==> src/rtl/pc_sequencer.sv <==
// pc_sequencer: program counter, latched ALU flags and a hardware return-address
// stack. Each cycle resolves ret/call/branch requests, updates the fetch address
// and pulses flush for one cycle after any redirect of the fetch stream.
//
// Optional feature: define PC_SEQ_FLAG_FWD_EN to let a branch see the flags
// being written in the same cycle (flags_we=1). Without it, branches always see
// the registered flags.
module pc_sequencer #(
  parameter int PC_WIDTH    = 10,
  parameter int STACK_DEPTH = 8
) (
  input  logic                         clk,
  input  logic                         rst,              // synchronous, active-low
  input  logic                         stall,
  input  logic                         jump,
  input  logic                         ret,
  input  logic                         branch_always,
  input  logic                         branch_zero,
  input  logic                         branch_negative,
  input  logic                         branch_carry,
  input  logic                         branch_overflow,
  input  logic [PC_WIDTH-1:0]          target,
  input  logic                         flags_we,
  input  logic                         flag_z,
  input  logic                         flag_n,
  input  logic                         flag_c,
  input  logic                         flag_v,
  output logic [PC_WIDTH-1:0]          pc,
  output logic                         flush,
  output logic [$clog2(STACK_DEPTH):0] stack_depth,
  output logic                         stack_overflow,
  output logic                         stack_underflow
);

  localparam int SP_W    = $clog2(STACK_DEPTH);
  localparam int DEPTH_W = SP_W + 1;
  localparam logic [DEPTH_W-1:0]  DEPTH_FULL = DEPTH_W'(STACK_DEPTH);
  localparam logic [DEPTH_W-1:0]  DEPTH_ONE  = DEPTH_W'(1);
  localparam logic [PC_WIDTH-1:0] PC_ONE     = PC_WIDTH'(1);
  localparam logic [SP_W-1:0]     SP_ONE     = SP_W'(1);

  typedef struct packed {
    logic z;
    logic n;
    logic c;
    logic v;
  } flags_t;

  // What this cycle does to PC and stack, after priority resolution.
  typedef enum logic [2:0] {
    ACT_HOLD,        // stalled: nothing but the flag register moves
    ACT_SEQ,         // fall through to pc+1
    ACT_POP,         // return to the top-of-stack address
    ACT_POP_EMPTY,   // return with nothing to pop: flag it, fall through
    ACT_CALL,        // push pc+1, go to target
    ACT_CALL_FULL,   // call with a full stack: flag it, still go to target
    ACT_BRANCH       // taken branch to target
  } action_e;

  logic [PC_WIDTH-1:0] pc_q, pc_d;
  logic [DEPTH_W-1:0]  depth_q, depth_d;
  flags_t              flags_q, flags_d;
  logic                flush_q, flush_d;
  logic                ovf_q, ovf_d;
  logic                unf_q, unf_d;

  logic [PC_WIDTH-1:0] stack_q [STACK_DEPTH];

  flags_t              flags_in;
  flags_t              eval_flags;
  logic                cond_taken;
  logic                stack_empty;
  logic                stack_full;
  logic [PC_WIDTH-1:0] pc_inc;
  logic [PC_WIDTH-1:0] top_addr;
  logic [SP_W-1:0]     push_idx;
  logic [SP_W-1:0]     pop_idx;
  logic                push_en;
  action_e             action;

  assign flags_in    = '{z: flag_z, n: flag_n, c: flag_c, v: flag_v};
  assign stack_empty = (depth_q == '0);
  assign stack_full  = (depth_q == DEPTH_FULL);
  assign pc_inc      = pc_q + PC_ONE;                  // wraps naturally at 2^PC_WIDTH
  assign push_idx    = depth_q[SP_W-1:0];              // full stack never pushes, so index stays in range
  assign pop_idx     = depth_q[SP_W-1:0] - SP_ONE;     // depth==STACK_DEPTH wraps to the last entry
  assign top_addr    = stack_q[pop_idx];

`ifdef PC_SEQ_FLAG_FWD_EN
  assign eval_flags = flags_we ? flags_in : flags_q;
`else
  assign eval_flags = flags_q;
`endif

  assign cond_taken = (branch_zero     & eval_flags.z) |
                      (branch_negative & eval_flags.n) |
                      (branch_carry    & eval_flags.c) |
                      (branch_overflow & eval_flags.v);

  // Priority decode: stall, then ret > jump > branch_always > conditional.
  always_comb begin
    // NOTE: every signal written in a combinational block gets a default first, so no path can leave it unassigned and infer a latch.
    action = ACT_SEQ;
    if (stall) begin
      action = ACT_HOLD;
    end else if (ret) begin
      action = stack_empty ? ACT_POP_EMPTY : ACT_POP;
    end else if (jump) begin
      action = stack_full ? ACT_CALL_FULL : ACT_CALL;
    end else if (branch_always || cond_taken) begin
      action = ACT_BRANCH;
    end
  end

  // Next-state computation for PC, depth, flush, error bits and flags.
  always_comb begin
    pc_d    = pc_q;
    depth_d = depth_q;
    flush_d = 1'b0;
    ovf_d   = ovf_q;
    unf_d   = unf_q;
    push_en = 1'b0;
    flags_d = flags_we ? flags_in : flags_q;   // flags latch even while stalled
    case (action)
      ACT_HOLD: ;
      ACT_SEQ: pc_d = pc_inc;
      ACT_POP: begin
        pc_d    = top_addr;
        depth_d = depth_q - DEPTH_ONE;
        flush_d = 1'b1;
      end
      ACT_POP_EMPTY: begin
        pc_d  = pc_inc;
        unf_d = 1'b1;
      end
      ACT_CALL: begin
        pc_d    = target;
        depth_d = depth_q + DEPTH_ONE;
        flush_d = 1'b1;
        push_en = 1'b1;
      end
      ACT_CALL_FULL: begin
        pc_d    = target;
        ovf_d   = 1'b1;
        flush_d = 1'b1;
      end
      ACT_BRANCH: begin
        pc_d    = target;
        flush_d = 1'b1;
      end
      default: ;
    endcase
  end

  // Control state registers with synchronous active-low reset.
  always_ff @(posedge clk) begin
    // NOTE: sequential state uses non-blocking assignments so every flop samples pre-edge values regardless of statement order.
    if (!rst) begin
      pc_q    <= '0;
      depth_q <= '0;
      flags_q <= '0;
      flush_q <= 1'b0;
      ovf_q   <= 1'b0;
      unf_q   <= 1'b0;
    end else begin
      pc_q    <= pc_d;
      depth_q <= depth_d;
      flags_q <= flags_d;
      flush_q <= flush_d;
      ovf_q   <= ovf_d;
      unf_q   <= unf_d;
    end
  end

  // Return-address storage: written on a successful push only.
  always_ff @(posedge clk) begin
    // NOTE: the stack array is not reset; entries above depth_q are never read, so clearing them would only cost reset fan-out.
    if (rst && push_en) begin
      stack_q[push_idx] <= pc_inc;
    end
  end

  assign pc              = pc_q;
  assign flush           = flush_q;
  assign stack_depth     = depth_q;
  assign stack_overflow  = ovf_q;
  assign stack_underflow = unf_q;

endmodule
==> config.mk <==
export PLATFORM = sky130hd
export DESIGN_NAME = pc_sequencer
export DESIGN_NICKNAME = d
export VERILOG_FILES = /design/src/rtl/pc_sequencer.sv
export SDC_FILE = /design/constraint.sdc
export NUM_CORES = 1
export LEC_CHECK = 0
export CORE_ASPECT_RATIO = 0.5
export CORE_UTILIZATION = 60
export DETAILED_ROUTE_END_ITERATION = 10
export DONT_BUFFER_PORTS = 1
export PLACE_DENSITY = 0.79
export SLEW_MARGIN = 20
export SYNTH_ARGS = -nofsm -noshare
export SYNTH_HDL_FRONTEND = slang
export SYNTH_SLANG_ARGS = --single-unit
export TNS_END_PERCENT = 30
==> constraint.sdc <==
create_clock -name clk -period 6.06 [get_ports clk]
set_input_delay 1.818 -clock clk [delete_from_list [all_inputs] [get_ports clk]]
set_output_delay 1.818 -clock clk [all_outputs]
set_load 0.02 [all_outputs]
==> results.yml, run 1 <==
finish:
  nets: 320
  antennaDiodeCount: 0
  final_common_cell: "edfxtp_1"
  drive_above_1_share_pct: 13.99
  nFillCells: 456
  syn2layout_area_growth_pct: 7.830
  layout_common_cells: "edfxtp_1, dfxtp_1, o21ai_0"
synth:
  synth_fa_ha_area_share_pct: 1.879
  ys_types: 48
  synth_area_per_cell_um2: 15.20
  async_reset_ff_share_pct: 0
  synthCells: 289
  synth_edf_count: 80
  yosys-mux-area-fraction_pct: 13.78
  synth_flop_cell: "edfxtp_1"
  synth-compound-area-share_pct: 9.368
  syn_area_um2: 4394
  synth-xor-area-share_pct: 1.167
  synth-simple-area-share_pct: 7.090
  yosys_warnings: 0
  yosysSeqAreaShare_pct: 64.24
  synth_nets: 320
  synth_top_family_by_area: "multiplexers"
  yosys_register_bits: 101
timing:
  slew_headroom_pct: 25.83
  finalCritPeriodShare_pct: 58.44
  rsz0062_at_grt: "no"
  tns_ps: 0
  tightestPinTransition_ps: 1108
  skew_ps: 6.716
  fin_crit_ps: 3542
  slew_viol_final: 0
  max_freq_ghz: 0.2824
  layout_setup_ws_ps: 2518
  hold_viol_final: 0
  setup_viol: 0
drt:
  vias: 2581
  routedWlPerCell_um: 23.88
  drt-total-wl_um: 9192
  viasPerCell: 6.704
  antenna_left: 0
  drcViolationCount: 0
  drtIter0Drc: 331
  dr.pass1.iters: 5
worst_setup_path:
  critPathCaptureType: "flop"
  critPathRequiredTime_ps: 6290
  critPathKind: "input pin to flop"
  critPathMaxStageDelay_ps: 380
  cp.buffers_inverters: 0
  path_cells: "nand2b_1 > nor2_1 > nand2_1 > ha_1 > a21o_1 > a21oi_1 > mux2_2 > o221a_2"
  path_max_fanout: 10
  start_kind: "input pin"
  cp.arrival_ps: 3780
  cpLargestDelayFamily: "compound AO/OA/AOI/OAI gates"
  slowest_stage: "mux2_2"
global_route:
  grt_pass1_wl_um: 14270
  antenna_found_initial: 0
  track_usage_pct: 26.47
  grt_max_degree: 27
  grt_overflow: 0
  grt_pass1_vias: 2682
floorplanning:
  rows: 21
  start_util_pct: 63.83
  coreArea_um2: 6884
  io_pins: 42
  fp.dieW_um: 123.0
  design.die.area_um2: 7691
  die_h_um: 62.52
run_status:
  status: "finished clean"
placement:
  place.gp.congestion: 0.8858
  io_buffers: 0
  hpwl_um: 6159
  pre_cts_slack_ps: 2193
cts:
  cts_hold_buf: 0
  clk_pin_slew_ps: 60
  cts-resized-gates: 0
  insertion_delay_ps: 340
  cts.sinks: 101
  numCtsBuffers: 9
  cts-root-buf: "clkbuf_16"
  htreeDepth: 3
  cts_tree: "built"
  cts_max_path_buffers: 2
  postCtsSetupBuffers: 0
job:
  cap_violations: 0
pwr:
  power.density_nw_per_um2: 335.8
  p_leak_nw: 1.538
  vdd.ir_drop.worst_mv: 0.1984
  intPower_mw: 1.196
  switching_share_pct: 24.83
  p_comb_share_pct: 13.6
  p_switching_uw: 395.0
  pwr-share-seq_pct: 51.2
  p_clk_share_pct: 35.2
worst_hold_path:
  hold_path.class: "flop to flop"
==> cell usage after synthesis, drive strengths merged, types with 2 or more instances <==
master	instances	share of area, %
nand2	13	1.1
mux2i	5	1.1
dfxtp	21	9.6
buf	9	1.5
o221ai	5	1.0
ha	5	1.4
o21a	4	0.68
nand3b	2	0.34
or2	5	0.71
nor2	16	1.4
nand2b	2	0.28
a21o	2	0.34
xnor2	3	0.60
a22oi	6	1.0
a31oi	6	0.85
clkbuf	5	0.43
nor2b	4	0.57
nand4	3	0.43
xor2	2	0.57
edfxtp	80	55
mux2	6	1.5
nor3b	2	0.34
nand3	9	1.0
o21ai	21	2.4
a21oi	9	1.0
mux4	20	11
inv	6	0.51
nor3	5	0.57
==> sequential cells by signal (all words and copies together) (netlist names) <==
signal	flops
stack_q	80
pc	10
eval_flags	4
stack_depth	4
flush	1
stack_overflow	1
stack_underflow	1
==> worst register-to-register path, delay by kind of cell (launching register included) <==
kind / cells / cell delay [ps]
mux: 1 / 380
compound gates: 3 / 700
simple gates: 2 / 360
fa+ha+maj: 2 / 590
flops: 1 / 310
buf+inv: 2 / 630
==> through the flow <==
stage | instances | area [µm²] | utilization, % | power (mW) | hold WS (ps)
after floorplan | 289 | 4394 | - | 0.9944 | 459.2
after global placement | 370 | 4446 | 64.58 | 1.031 | 476.1
after detailed placement | 370 | 4446 | 64.58 | 1.042 | 499.4
after CTS | 385 | 4736 | 68.79 | 1.596 | 516.5
after global routing | 385 | 4738 | 68.83 | 1.646 | 546.1
final | 385 | 4738 | 68.83 | 1.591 | 501.2
==> power groups by stage <==
stage	Clock [mW]	Combinational, mW	Sequential (mW)
detailed placement	0	0.213	0.829
CTS	0.567	0.215	0.814
finish	0.560	0.217	0.815
global placement	0	0.204	0.828
global route	0.595	0.235	0.816
floorplan	0	0.173	0.821
==> final timing paths <==
| check | startpoint | to | slack, ps | cells after the start |
|---|---|---|---|---|
| min reg2reg | eval_flags[0]$_SDFFE_PN0P_ | eval_flags[0]$_SDFFE_PN0P_ | 500 | 2 |
| max | ret | stack_depth[3]$_SDFFE_PN0P_ | 2520 | 8 |
| min | eval_flags[0]$_SDFFE_PN0P_ | eval_flags[0]$_SDFFE_PN0P_ | 500 | 2 |
| max reg2reg | stack_depth[0]$_SDFFE_PN0P_ | stack_depth[3]$_SDFFE_PN0P_ | 2990 | 10 |
==> logic make-up after synthesis <==
group,count (synthesis)
buf+inv,20
simple gates,63
compound gates,63
xor+xnor,5
flops,101
fa+ha+maj,6
mux,31
==> area by class of cell <==
class / count / area [µm²] / area share [%]
Tap cell: 92 / 115.1 / 2.429
Clock buffer: 10 / 239.0 / 5.044
Sequential cell: 101 / 2823 / 59.57
Timing Repair Buffer: 3 / 22.52 / 0.4753
Clock inverter: 5 / 51.30 / 1.083
Inverter: 6 / 22.52 / 0.4753
Multi-Input combinational cell: 168 / 1465 / 30.92
==> layer usage <==
layer | vias up | GRT usage (%) | wire length, µm
li1 | 1153 | - | -
met1 | 1275 | 35.07 | 3775
met2 | 137 | 40.73 | 4310
met3 | 16 | 10.22 | 946
met4 | 0 | 8.283 | 159
met5 | - | 0 | 0
Power figures use the tool's default switching activity.
==> run 2: changes to the inputs <==
CORE_UTILIZATION = 57   (was 60)
PLACE_DENSITY = 0.78   (was 0.79)
clock period = 3 ns   (was 6.06 ns; I/O delays follow)
==> run 2 against run 1 <==
Compared with the run above:
- sequential power is 100% higher
- clock power is 93% higher
- setup slack worse by 2100 ps
- die area is 5.1% higher
- first-iteration DRC count is 9.4% lower
- routed wire length is 1.9% lower
- final cell count is 3.4% higher
- critical endpoint unchanged
- largest cell class unchanged
==> results.yml, run 2 (synthesis gave the netlist of run 1 again) <==
run_status:
  status: "finished clean"
global_route:
  track_usage_pct: 24.44
  grt_overflow: 0
  grt_max_degree: 26
  top_usage_layer: "met2"
  grt_util_met2_pct: 40.61
  antenna_found_initial: 0
  grt_pass1_vias: 2642
  use_met3_pct: 6.616
  use_met1_pct: 30.87
  grt_pass1_wl_um: 14080
timing:
  skew_ps: 7.882
  fin_crit_ps: 2614
  setup_viol: 0
  finalCritPeriodShare_pct: 87.12
  tightestPinTransition_ps: 850.7
  slew_headroom_pct: 43.17
  slew_viol_final: 0
  max_freq_ghz: 0.3826
  rsz0062_at_grt: "no"
  tns_ps: 0
  hold_viol_final: 0
cts:
  cts_max_path_buffers: 2
  insertion_delay_ps: 340
  clk_pin_slew_ps: 70
  htreeDepth: 3
  cts_tree: "built"
  cts-root-buf: "clkbuf_16"
  cts-resized-gates: 0
  cts_hold_buf: 0
  numCtsBuffers: 9
  postCtsSetupBuffers: 0
  cts.sinks: 101
finish:
  syn2layout_area_growth_pct: 9.225
  antennaDiodeCount: 0
  final_common_cell: "edfxtp_1"
  multi_input_area_um2: 1463
  nets: 329
  final_cells: 398
  drive_above_1_share_pct: 16.56
  layout_common_cells: "edfxtp_1, dfxtp_1, nor2_1, o21ai_0, nand2_1"
  seqCellArea_um2: 2823
  regMostFlops: "stack_q"
  nFillCells: 498
  largest_reg_flops: 80
worst_setup_path:
  cpLargestDelayFamily: "compound AO/OA/AOI/OAI gates"
  cp.buffers_inverters: 0
  critPathMaxStageDelay_ps: 370
  slowest_stage: "mux2_2"
  cp.arrival_ps: 2850
  ff2ff_setup_slack_ps: 450
  path_max_fanout: 10
  start_kind: "input pin"
  critPathRequiredTime_ps: 3240
  critPathKind: "input pin to flop"
  critPathCaptureType: "flop"
  path_cells: "nand2b_1 > nor2_1 > nand2_1 > ha_1 > a21o_1 > a21oi_1 > mux2_2 > o221a_2"
worst_hold_path:
  hold_path.class: "flop to flop"
pwr:
  vdd.ir_drop.worst_mv: 0.4308
  power.density_nw_per_um2: 660.5
  p_leak_nw: 1.581
floorplanning:
  design.die.area_um2: 8086
  fp.dieW_um: 126.2
  rows: 22
  coreArea_um2: 7405
  start_util_pct: 59.34
  io_pins: 42
  die_h_um: 64.09
job:
  cap_violations: 0
drt:
  dr.pass1.iters: 5
  vias: 2648
  drcViolationCount: 0
  routedWlPerCell_um: 22.65
  drtIter0Drc: 300
  viasPerCell: 6.653
  drt-total-wl_um: 9013
  antenna_left: 0
placement:
  io_buffers: 0
  post-place-cells: 383
  place.gp.congestion: 0.9260
  hpwl_um: 5989
run 2: worst register-to-register path: stages (launching register included):
cell and delay (ps):
dfxtp_1 330, inv_1 90, ha_1 260, nand3b_1 250
nand2_1 170, ha_1 300, a21o_1 170, a21oi_1 240
mux2_2 370, o221a_2 260
run 2: area by class of cell:
cell class / instances / area share [%]
clock buffer: 9 / 4.692
clock inverter: 6 / 1.173
inverter: 6 / 0.4692
multi-input combinational: 168 / 30.47
sequential: 101 / 58.81
tap: 96 / 2.503
timing repair buffer: 12 / 1.877
run 2: power by group:
group / switching, mW / leakage [nW] / total (mW) / internal (mW)
Clock: 0.508 / 0.136 / 1.08 / 0.575
Sequential: 0.0624 / 0.903 / 1.63 / 1.57
Combinational: 0.262 / 0.542 / 0.456 / 0.194
run 2: final timing paths:
kind | startpoint | to | cells after the start
hold / removal | eval_flags[0]$_SDFFE_PN0P_ | eval_flags[0]$_SDFFE_PN0P_ | 2
setup / recovery | ret | stack_depth[3]$_SDFFE_PN0P_ | 8
setup reg to reg | stack_depth[0]$_SDFFE_PN0P_ | stack_depth[3]$_SDFFE_PN0P_ | 9
hold reg to reg | eval_flags[0]$_SDFFE_PN0P_ | eval_flags[0]$_SDFFE_PN0P_ | 2
run 2: through the flow:
step / area, µm² / util, % / total power [mW] / hold WS (ps) / setup slack, ps
final: 4800 / 64.82 / 3.170 / 501.0 / 386.4
after detailed placement: 4518 / 61.02 / 2.108 / 494.6 / 78.79
after CTS: 4800 / 64.82 / 3.184 / 511.5 / 406.9
after floorplan: 4394 / - / 2.009 / 459.2 / 100.9
after global placement: 4518 / 61.02 / 2.085 / 473.6 / 185.8
after global routing: 4800 / 64.82 / 3.277 / 559.4 / 336.1
run 2: routing by layer:
metal  up-vias  part of all wire [%]
met5         -                     0
met4         0                   2.3
met3        18                   7.1
met2       128                    48
met1      1329                    42
li1       1173                     -
